--- src/rtl/freelist_if.sv ---
// freelist_if: dispatch/retire bundle for the physical-register free list.
// The err flag exists only when FREELIST_ERR_EN is defined.
interface freelist_if #(
  parameter int WAYS     = 2,
  parameter int PR_BITS  = 6,
  parameter int CNT_BITS = 6
);
  logic [WAYS-1:0]         new_pr_en;
  logic                    branch_flush_en;
  logic [WAYS-1:0]         retire_en;
  logic [WAYS-1:0]         retire_has_dest;
  logic [WAYS*PR_BITS-1:0] retire_told_idx;
  logic [WAYS*PR_BITS-1:0] t_idx;
  logic [CNT_BITS-1:0]     free_count;
  logic [WAYS-1:0]         stall;
`ifdef FREELIST_ERR_EN
  logic                    err;

  modport master (
    output new_pr_en,
    output branch_flush_en,
    output retire_en,
    output retire_has_dest,
    output retire_told_idx,
    input  t_idx,
    input  free_count,
    input  stall,
    input  err
  );

  modport slave (
    input  new_pr_en,
    input  branch_flush_en,
    input  retire_en,
    input  retire_has_dest,
    input  retire_told_idx,
    output t_idx,
    output free_count,
    output stall,
    output err
  );
`else
  modport master (
    output new_pr_en,
    output branch_flush_en,
    output retire_en,
    output retire_has_dest,
    output retire_told_idx,
    input  t_idx,
    input  free_count,
    input  stall
  );

  modport slave (
    input  new_pr_en,
    input  branch_flush_en,
    input  retire_en,
    input  retire_has_dest,
    input  retire_told_idx,
    output t_idx,
    output free_count,
    output stall
  );
`endif
endinterface

--- src/rtl/freelist.sv ---
// freelist: R10K-style physical-register free list with flush restore.
// Define FREELIST_ERR_EN for a sticky overflow/underflow err flag.
module freelist #(
  parameter int WAYS       = 2,
  parameter int N_PHYS_REG = 64,
  parameter int N_ARCH_REG = 32
) (
  input logic       clock,
  input logic       reset,
  freelist_if.slave bus
);
  localparam int DEPTH    = N_PHYS_REG - N_ARCH_REG;
  localparam int PR_BITS  = $clog2(N_PHYS_REG);
  localparam int IDX_BITS = (DEPTH > 1) ? $clog2(DEPTH) : 1;
  localparam int NW       = IDX_BITS + 1;
  localparam int CNT_BITS = $clog2(DEPTH + 1);

  localparam logic [NW-1:0] DEPTH_S = NW'(DEPTH);

  typedef logic [NW-1:0]       ptr_t;
  typedef logic [IDX_BITS-1:0] idx_t;
  typedef logic [PR_BITS-1:0]  tag_t;

  function automatic idx_t idx_add(idx_t i, logic [NW-1:0] n);
    logic [NW-1:0] s;
    s = {1'b0, i} + n;
    if (s >= DEPTH_S) s = s - DEPTH_S;
    return s[IDX_BITS-1:0];
  endfunction

  // Pointer = {wrap, idx}; wrap toggles on each lap so full != empty.
  function automatic ptr_t ptr_add(ptr_t p, logic [NW-1:0] n);
    logic [NW-1:0] s;
    logic          w;
    s = {1'b0, p[IDX_BITS-1:0]} + n;
    w = p[IDX_BITS];
    if (s >= DEPTH_S) begin
      s = s - DEPTH_S;
      w = ~w;
    end
    return {w, s[IDX_BITS-1:0]};
  endfunction

  tag_t          mem_q [DEPTH];
  ptr_t          head_q, head_d;
  ptr_t          arch_q, arch_d;
  ptr_t          tail_q, tail_d;
  logic [NW-1:0] cnt_w;
  logic [NW-1:0] n_alloc, n_ret, n_push;
  logic [WAYS-1:0] stall_w, alloc_v, push_v;
  idx_t          wr_idx [WAYS];
  tag_t          told_w [WAYS];
`ifdef FREELIST_ERR_EN
  logic          err_q, err_d;
  logic [NW-1:0] avail;
`endif

  always_comb begin
    cnt_w = {1'b0, tail_q[IDX_BITS-1:0]}
          - {1'b0, head_q[IDX_BITS-1:0]};
    if (tail_q[IDX_BITS] != head_q[IDX_BITS])
      cnt_w = cnt_w + DEPTH_S;
    for (int i = 0; i < WAYS; i++)
      stall_w[i] = NW'(i + 1) > cnt_w;
  end

  always_comb begin
    bus.t_idx = '0;
    for (int k = 0; k < WAYS; k++)
      bus.t_idx[k*PR_BITS +: PR_BITS] =
        mem_q[idx_add(head_q[IDX_BITS-1:0], NW'(k))];
  end

  assign bus.free_count = CNT_BITS'(cnt_w);
  assign bus.stall      = stall_w;

  always_comb begin
    alloc_v = bus.new_pr_en & ~stall_w;
    n_alloc = '0;
    n_ret   = '0;
    n_push  = '0;
    push_v  = '0;
`ifdef FREELIST_ERR_EN
    err_d = err_q;
    if (!bus.branch_flush_en && (bus.new_pr_en & stall_w) != '0)
      err_d = 1'b1;
`endif
    for (int i = 0; i < WAYS; i++) begin
      n_alloc = n_alloc + NW'(alloc_v[i]);
      n_ret   = n_ret + NW'(bus.retire_en[i] & bus.retire_has_dest[i]);
    end
`ifdef FREELIST_ERR_EN
    avail = cnt_w - n_alloc;
`endif
    // Pushes compact in way order; tag 0 is never returned to the list.
    for (int i = 0; i < WAYS; i++) begin
      told_w[i] = bus.retire_told_idx[i*PR_BITS +: PR_BITS];
      wr_idx[i] = idx_add(tail_q[IDX_BITS-1:0], n_push);
      if (bus.retire_en[i] && bus.retire_has_dest[i] && told_w[i] != '0) begin
`ifdef FREELIST_ERR_EN
        if (avail + n_push >= DEPTH_S) begin
          err_d = 1'b1;
        end else begin
          push_v[i] = 1'b1;
          n_push    = n_push + 1'b1;
        end
`else
        push_v[i] = 1'b1;
        n_push    = n_push + 1'b1;
`endif
      end
    end
    tail_d = ptr_add(tail_q, n_push);
    arch_d = ptr_add(arch_q, n_ret);
    head_d = bus.branch_flush_en ? arch_d : ptr_add(head_q, n_alloc);
  end

  always_ff @(posedge clock or negedge reset) begin
    if (!reset) begin
      head_q <= '0;
      arch_q <= '0;
      tail_q <= {1'b1, {IDX_BITS{1'b0}}};
      for (int k = 0; k < DEPTH; k++)
        mem_q[k] <= PR_BITS'(N_ARCH_REG + k);
`ifdef FREELIST_ERR_EN
      err_q <= 1'b0;
`endif
    end else begin
      head_q <= head_d;
      arch_q <= arch_d;
      tail_q <= tail_d;
      for (int i = 0; i < WAYS; i++)
        if (push_v[i]) mem_q[wr_idx[i]] <= told_w[i];
`ifdef FREELIST_ERR_EN
      err_q <= err_d;
`endif
    end
  end

`ifdef FREELIST_ERR_EN
  assign bus.err = err_q;
`endif

endmodule
--- src/flat_wrapper.sv ---
// flat-port wrapper written by rule: the top's interface ports become plain ports
module freelist_flat 
#(
  parameter int WAYS       = 2,
  parameter int N_PHYS_REG = 64,
  parameter int N_ARCH_REG = 32
)
  (clock, reset, bus_new_pr_en, bus_branch_flush_en, bus_retire_en, bus_retire_has_dest, bus_retire_told_idx, bus_t_idx, bus_free_count, bus_stall);
  freelist_if #(.WAYS(WAYS)) bus_i ();
  input logic clock;
  input logic reset;
  input wire logic [$bits(bus_i.new_pr_en)-1:0] bus_new_pr_en;
  input wire logic [$bits(bus_i.branch_flush_en)-1:0] bus_branch_flush_en;
  input wire logic [$bits(bus_i.retire_en)-1:0] bus_retire_en;
  input wire logic [$bits(bus_i.retire_has_dest)-1:0] bus_retire_has_dest;
  input wire logic [$bits(bus_i.retire_told_idx)-1:0] bus_retire_told_idx;
  output wire logic [$bits(bus_i.t_idx)-1:0] bus_t_idx;
  output wire logic [$bits(bus_i.free_count)-1:0] bus_free_count;
  output wire logic [$bits(bus_i.stall)-1:0] bus_stall;
  assign bus_i.new_pr_en = bus_new_pr_en;
  assign bus_i.branch_flush_en = bus_branch_flush_en;
  assign bus_i.retire_en = bus_retire_en;
  assign bus_i.retire_has_dest = bus_retire_has_dest;
  assign bus_i.retire_told_idx = bus_retire_told_idx;
  assign bus_t_idx = bus_i.t_idx;
  assign bus_free_count = bus_i.free_count;
  assign bus_stall = bus_i.stall;
  freelist #(.WAYS(WAYS), .N_PHYS_REG(N_PHYS_REG), .N_ARCH_REG(N_ARCH_REG)) u_core (.clock(clock), .reset(reset), .bus(bus_i));
endmodule
--- config.mk ---
export PLATFORM = sky130hd
export DESIGN_NAME = freelist_flat
export DESIGN_NICKNAME = d
export VERILOG_FILES = /design/src/rtl/freelist_if.sv /design/src/rtl/freelist.sv /design/src/flat_wrapper.sv
export SDC_FILE = /design/constraint.sdc
export NUM_CORES = 1
export LEC_CHECK = 0
export ABC_CLOCK_PERIOD_IN_PS = 3550
export BUFFER_PORTS_ARGS = -buffer_cell sky130_fd_sc_hd__buf_2
export CAP_MARGIN = 20
export CORE_ASPECT_RATIO = 1.5
export CORE_MARGIN = 4
export CORE_UTILIZATION = 25
export CTS_BUF_LIST = sky130_fd_sc_hd__clkbuf_4 sky130_fd_sc_hd__clkbuf_8 sky130_fd_sc_hd__clkbuf_16
export CTS_CLUSTER_DIAMETER = 80
export CTS_CLUSTER_SIZE = 16
export DETAILED_ROUTE_END_ITERATION = 16
export PLACE_DENSITY_LB_ADDON = 0.05
export SYNTH_ARGS = -nofsm -noshare
export SYNTH_HDL_FRONTEND = slang
export SYNTH_SLANG_ARGS = --single-unit
--- constraint.sdc ---
create_clock -name clock -period 3.55 [get_ports clock]
set_input_delay 0.355 -clock clock [delete_from_list [all_inputs] [get_ports clock]]
set_output_delay 0.355 -clock clock [all_outputs]
set_load 0.05 [all_outputs]
==> results.toml, run 1 <==
[setup_path]
crit_path_start_kind = "flip-flop"
reg2reg_to = "u_core.head_q[1]"
path_class = "flip-flop to output pin"
reg2reg_depth = 12
worstSetupEndpointType = "output pin"
r2r_start = "u_core.tail_q[0]"
cp.arrival_ps = 3130
crit_required_ps = 3190
reg2reg_slack_ps = 440
cp_max_fo = 12

[floorplanning]
die_w_microns = 204
io_pins = 41
fp-row-count = 107
core-area_sq_um = 56900
die_y_microns = 302
die_area_sq_um = 61700
start_util_pct = 25.3

[hold_path]
hold_depth = 2
holdPathEnd = "u_core.head_q[2]"
min_from = "bus_branch_flush_en"
hp-class = "primary input to flip-flop"

[timing]
tightestPinTransition_ps = 1110
fin_crit_sh_pct = 98.1
fmaxAchievable_mhz = 287
rsz0062_at_grt = "false"
period_minus_slack_ps = 3480
skew_ps = 22.2
slew_headroom_pct = 25.5
slew_violations = 0
fin_ws_ps = 67.8
finalSetupViolCount = 0
final_hold_viol_count = 0

[clock_network]
cts_tree = "built"
cts_buffer_depth = 3
cts_buffers = 19
htreeDepth = 1
cts_num_sinks = 210
clk_pin_slew_ps = 80
clk_latency_ps = 540
root_buffer = "clkbuf_16"

[placement]
place_hpwl_microns = 40000
finalWeightedCongestion = 0.784
io_buffers = 40
dp.cells = 1942
place_worst_setup_slack_ps = -147

[synthesis]
synth_area_sq_um = 14400
synthArstFlopShare_pct = 100
ys_seq_area_share_pct = 37.4
yosysMostFrequentCell = "mux2_2"
synth_top_cell_area_share_pct = 27.7
ys.flop_type = "dfstp_2"
yosysTopAreaCell = "mux2_2"
ys_top_cells_by_count = "355 x mux2_2, 113 x dfstp_2, 97 x dfrtp_1"
synth_edf_count = 0
synth_cells = 1127
synth_nets = 1165
syn_area_per_cell_sq_um = 12.8
yosys_warnings = 0
synth_cell_type_count = 57
ys_top_cells_by_area = "mux2_2 28%, dfstp_2 21%, dfrtp_1 17%, mux4_2 12%, mux2i_1 5.7%"
ys_ff_latch = 210

[final_layout]
nets = 1246
areaGrowthSynthToFinish_pct = 18.2
antenna_cells = 0
drive_above_1_share_pct = 61.9
instances_no_fill = 1982

[detailed_routing]
routed_wl_microns = 58700
wl_per_cell_microns = 29.6
drcViolationCount = 0
vias = 10065
drtIter0Drc = 627
ant_nets = 0
vias_per_cell = 5.08
dr.pass1.iters = 7

[job]
cap_violations = 0

[status]
outcome = "complete, no violations"

[global_routing]
grt-ovfl-total = 0
track_usage_pct = 18.8
antenna_found_initial = 1
grt_max_degree = 66
first_global_vias = 10635
grt_pass1_wl_microns = 83700

[pwr]
p_leak_nw = 6.84
ir_drop_mv = 0.531
power.density_nw_per_um2 = 1100
-- critical path, cell delays in order, from the launching register on --
cell and delay [ps]:
dfrtp_2 450, buf_4 320, mux4_2 640, mux4_2 550, nand2_1 110, nand3_1 210
buf_2 290
-- through the flow --
stage | hold WS [ps] | total power, mW | setup TNS, ps | util [%] | cell area [sq um]
final | 181 | 18.8 | 0 | 30.0 | 17000
after global routing | 195 | 19.7 | 0 | 30.0 | 17000
after CTS | 160 | 19.0 | -66.8 | 29.9 | 17000
after detailed placement | 353 | 16.2 | -731 | 28.6 | 16300
after global placement | 357 | 16.2 | -784 | 28.5 | 16200
after floorplan | 59.4 | 11.9 | -30.3 | - | 14500
-- worst max path at each step --
| stage | from | endpoint | slack (ps) | cells after the start |
|---|---|---|---|---|
| 2_1_floorplan | u_core.tail_q[0] | u_core.head_q[1] | -30 | 12 |
| 3_3_place_gp | bus_retire_told_idx[1] | u_core.mem_q[100] | -140 | 10 |
| 3_5_place_dp | bus_retire_told_idx[1] | u_core.mem_q[100] | -150 | 10 |
| 4_1_cts | u_core.head_q[0] | bus_t_idx[11] | -60 | 8 |
| 5_1_grt | u_core.head_q[1] | bus_t_idx[0] | 10 | 6 |
| 6_report | u_core.head_q[1] | bus_t_idx[1] | 70 | 6 |
-- flip-flops by register name, summed over array words and instances (netlist names) --
register	flops
u_core.mem_q	192
u_core.tail_q	6
u_core.arch_q	6
u_core.head_q	6
-- per-layer routing --
| layer | up-vias | global-route usage, % | routed length [microns] |
|---|---|---|---|
| li1 | 4464 | - | - |
| met1 | 5347 | 22.9 | 24000 |
| met2 | 190 | 34.9 | 31300 |
| met3 | 64 | 1.65 | 1520 |
| met4 | 0 | 6.08 | 1970 |
| met5 | - | 0 | 0 |
-- report_power, final --
group | switching [mW] | internal [mW]
Clock | 1.10 | 1.15
Combinational | 6.42 | 5.40
Sequential | 0.910 | 3.78
Total | 8.44 | 10.3
-- area by class of cell --
class                   instances  area [sq um]
clock buffers                  26           534
clock inverters                 6          78.8
fillers                      5783         39900
inverters                      12          45.0
multi-input cells             824          8810
flip-flops and latches        210          5400
well taps                     763           955
repair buffers                141          1220
-- cells by family after synthesis --
family,after synthesis,synth area share (%)
flip-flops,210,37.4
AND/OR/NAND/NOR,177,6.18
XOR/XNOR,18,1.09
multiplexers,529,46.7
adder cells (fa/ha/maj),17,1.68
AO/OA/AOI/OAI,83,4.33
buffers and inverters,93,2.60
-- timing repair --
action / CTS / global route
setup endpoints to repair: 11 / 2
gates resized for setup: 10 / 1
cloned: 2 / 0
setup buffers: 3 / 1
hold endpoints to repair: 32 / 0
hold buffers: 1 / 0
-- layout by cell type, fill, tap and decap left out, drive strengths merged, types with 4 or more instances in the layout --
cell type / n
mux2i: 82
a22oi: 18
inv: 15
dfstp: 113
o21ai: 18
a21oi: 10
nand2: 30
xnor2: 12
buf: 137
nor2: 47
o22ai: 4
a221oi: 6
xor2: 6
clkbuf: 27
dfrtp: 97
nor3b: 4
and3: 4
nand3: 44
or2: 4
a22o: 7
nor3: 10
and2: 8
mux4: 78
mux2: 369
fa: 4
nor2b: 4
nand2b: 5
nand3b: 5
ha: 13
No activity file was read; power rests on OpenSTA's default activity.
==> run 2, diff against run 1 <==
ABC_CLOCK_PERIOD_IN_PS = 3200   (was 3550)
clock period = 3.2 ns   (was 3.55 ns; I/O delays follow)
==> results.toml, run 2 (synthesis results as in run 1) <==
[final_layout]
regArea_sq_um = 5400
largest_reg_flops = 192
top_register = "u_core.mem_q"
layout_commonest_cell = "mux2_2"
finalCoreUtilization_pct = 31.6
multi_input_area_sq_um = 9010
nets = 1291
finish.instance_area_sq_um = 18000
final_cell_mix = "354 x mux2_2, 113 x dfstp_2, 112 x buf_4"
drive_above_1_share_pct = 65.3
areaGrowthSynthToFinish_pct = 24.5
instances_no_fill = 2030
fillers = 5746

[floorplanning]
start_util_pct = 25.3
core-area_sq_um = 56900
die_w_microns = 204
fp-row-count = 107
io_pins = 41
die_y_microns = 302
die_area_sq_um = 61700

[global_routing]
grt_max_degree = 75
track_usage_pct = 18.8
antenna_found_initial = 0
grt_pass1_wl_microns = 84100
first_global_vias = 10867
grt-ovfl-total = 0

[timing]
tightestPinTransition_ps = 886
fmaxAchievable_mhz = 301
period_minus_slack_ps = 3320
finalSetupViolCount = 6
whs_ps = 114
finalSetupTns_ps = -458
final_hold_viol_count = 0
rsz0062_at_grt = "true"
fin_crit_sh_pct = 104
skew_ps = 19.5
fin_ws_ps = -118
slew_violations = 0
slew_headroom_pct = 40.7

[pwr]
p_leak_nw = 7.28
total_power_mw = 21.9
ir_drop_mv = 0.551
power.density_nw_per_um2 = 1220

[job]
cap_violations = 0

[setup_path]
crit_required_ps = 2880
critPathTopFamily = "multiplexers"
crit_path_start_kind = "flip-flop"
cp.arrival_ps = 3000
path_class = "flip-flop to output pin"
path_depth = 7
worst-path-buf-inv = 3
reg2reg_depth = 13
cp_max_fo = 25
worstSetupEndpointType = "output pin"
cp_slowest_stage_delay_ps = 550
crit_path_cell_trace = "buf_12, ha_4, buf_16, mux4_2, mux2i_1, a221oi_4, buf_6"
crit_slowest_cell = "mux4_2"

[detailed_routing]
ant_nets = 0
vias_per_cell = 5.00
drtIter0Drc = 459
vias = 10142
drcViolationCount = 0
routed_wl_microns = 58800
wl_per_cell_microns = 29.0
dr.pass1.iters = 5

[hold_path]
hold_depth = 3
hp-class = "primary input to flip-flop"

[clock_network]
cts_buffer_depth = 3
clk_pin_slew_ps = 80
root_buffer = "clkbuf_16"
cts_buffers = 19
cts_num_sinks = 210
clk_latency_ps = 540
cts_tree = "built"
htreeDepth = 1

[status]
outcome = "complete, but fails checks"
violations = "negative setup slack"

[placement]
dp.cells = 1961
finalWeightedCongestion = 0.825
place_area_sq_um = 16600
io_buffers = 40
place_hpwl_microns = 39000
place_worst_setup_slack_ps = -132
-- run 2: worst reg2reg max path, cell delays in order (launching register included) --
cell	delay, ps
dfrtp_4	430
buf_4	130
ha_4	140
inv_2	40
fa_2	360
a21o_1	200
a21oi_4	210
xnor2_4	110
nor4_4	340
buf_4	170
a21boi_2	50
fa_2	390
ha_4	230
mux2_4	270
-- run 2: repair_timing --
action                                  CTS  global route
setup buffers                             7            21
endpoints found under the setup margin   13            16
cloned                                    3             4
hold buffers                              1             0
endpoints found under the hold margin    40             0
resized for setup                        59            17
pin swaps                                 7            11
-- run 2: path summary, 6_finish.rpt --
check                               startpoint                 to  slack, ps
max in group asynchronous                reset   u_core.mem_q[52]       1930
min in group asynchronous                reset  u_core.mem_q[118]        340
min                        bus_branch_flush_en   u_core.head_q[3]        110
min reg2reg                   u_core.arch_q[5]   u_core.arch_q[5]        470
max reg2reg                   u_core.head_q[0]   u_core.head_q[1]         20
max                           u_core.head_q[0]      bus_t_idx[11]       -120
-- run 2: routing by layer --
metal | vias up | wire (microns) | GRT usage, % | share of wire, %
li1 | 4546 | - | - | -
met3 | 42 | 1390 | 1.45 | 2.4
met5 | - | 0 | 0 | 0
met4 | 0 | 1020 | 4.10 | 1.7
met1 | 5420 | 25100 | 24.1 | 43
met2 | 134 | 31300 | 34.5 | 53
-- run 2: cell type report --
type	count	area share [%]
multi-input cells	824	50.2
flip-flops and latches	210	30.1
well taps	763	5.32
diodes	1	0.0139
inverters	12	0.251
clock inverters	8	0.481
repair buffers	186	10.7
clock buffers	26	3.01
-- run 2: report_power, final --
part           total [mW]  internal [mW]  switching, mW  leakage [nW]
Clock                2.54           1.30           1.24         0.318
Sequential           5.12           4.19          0.932          2.41
Combinational        14.2           6.85           7.35          4.56
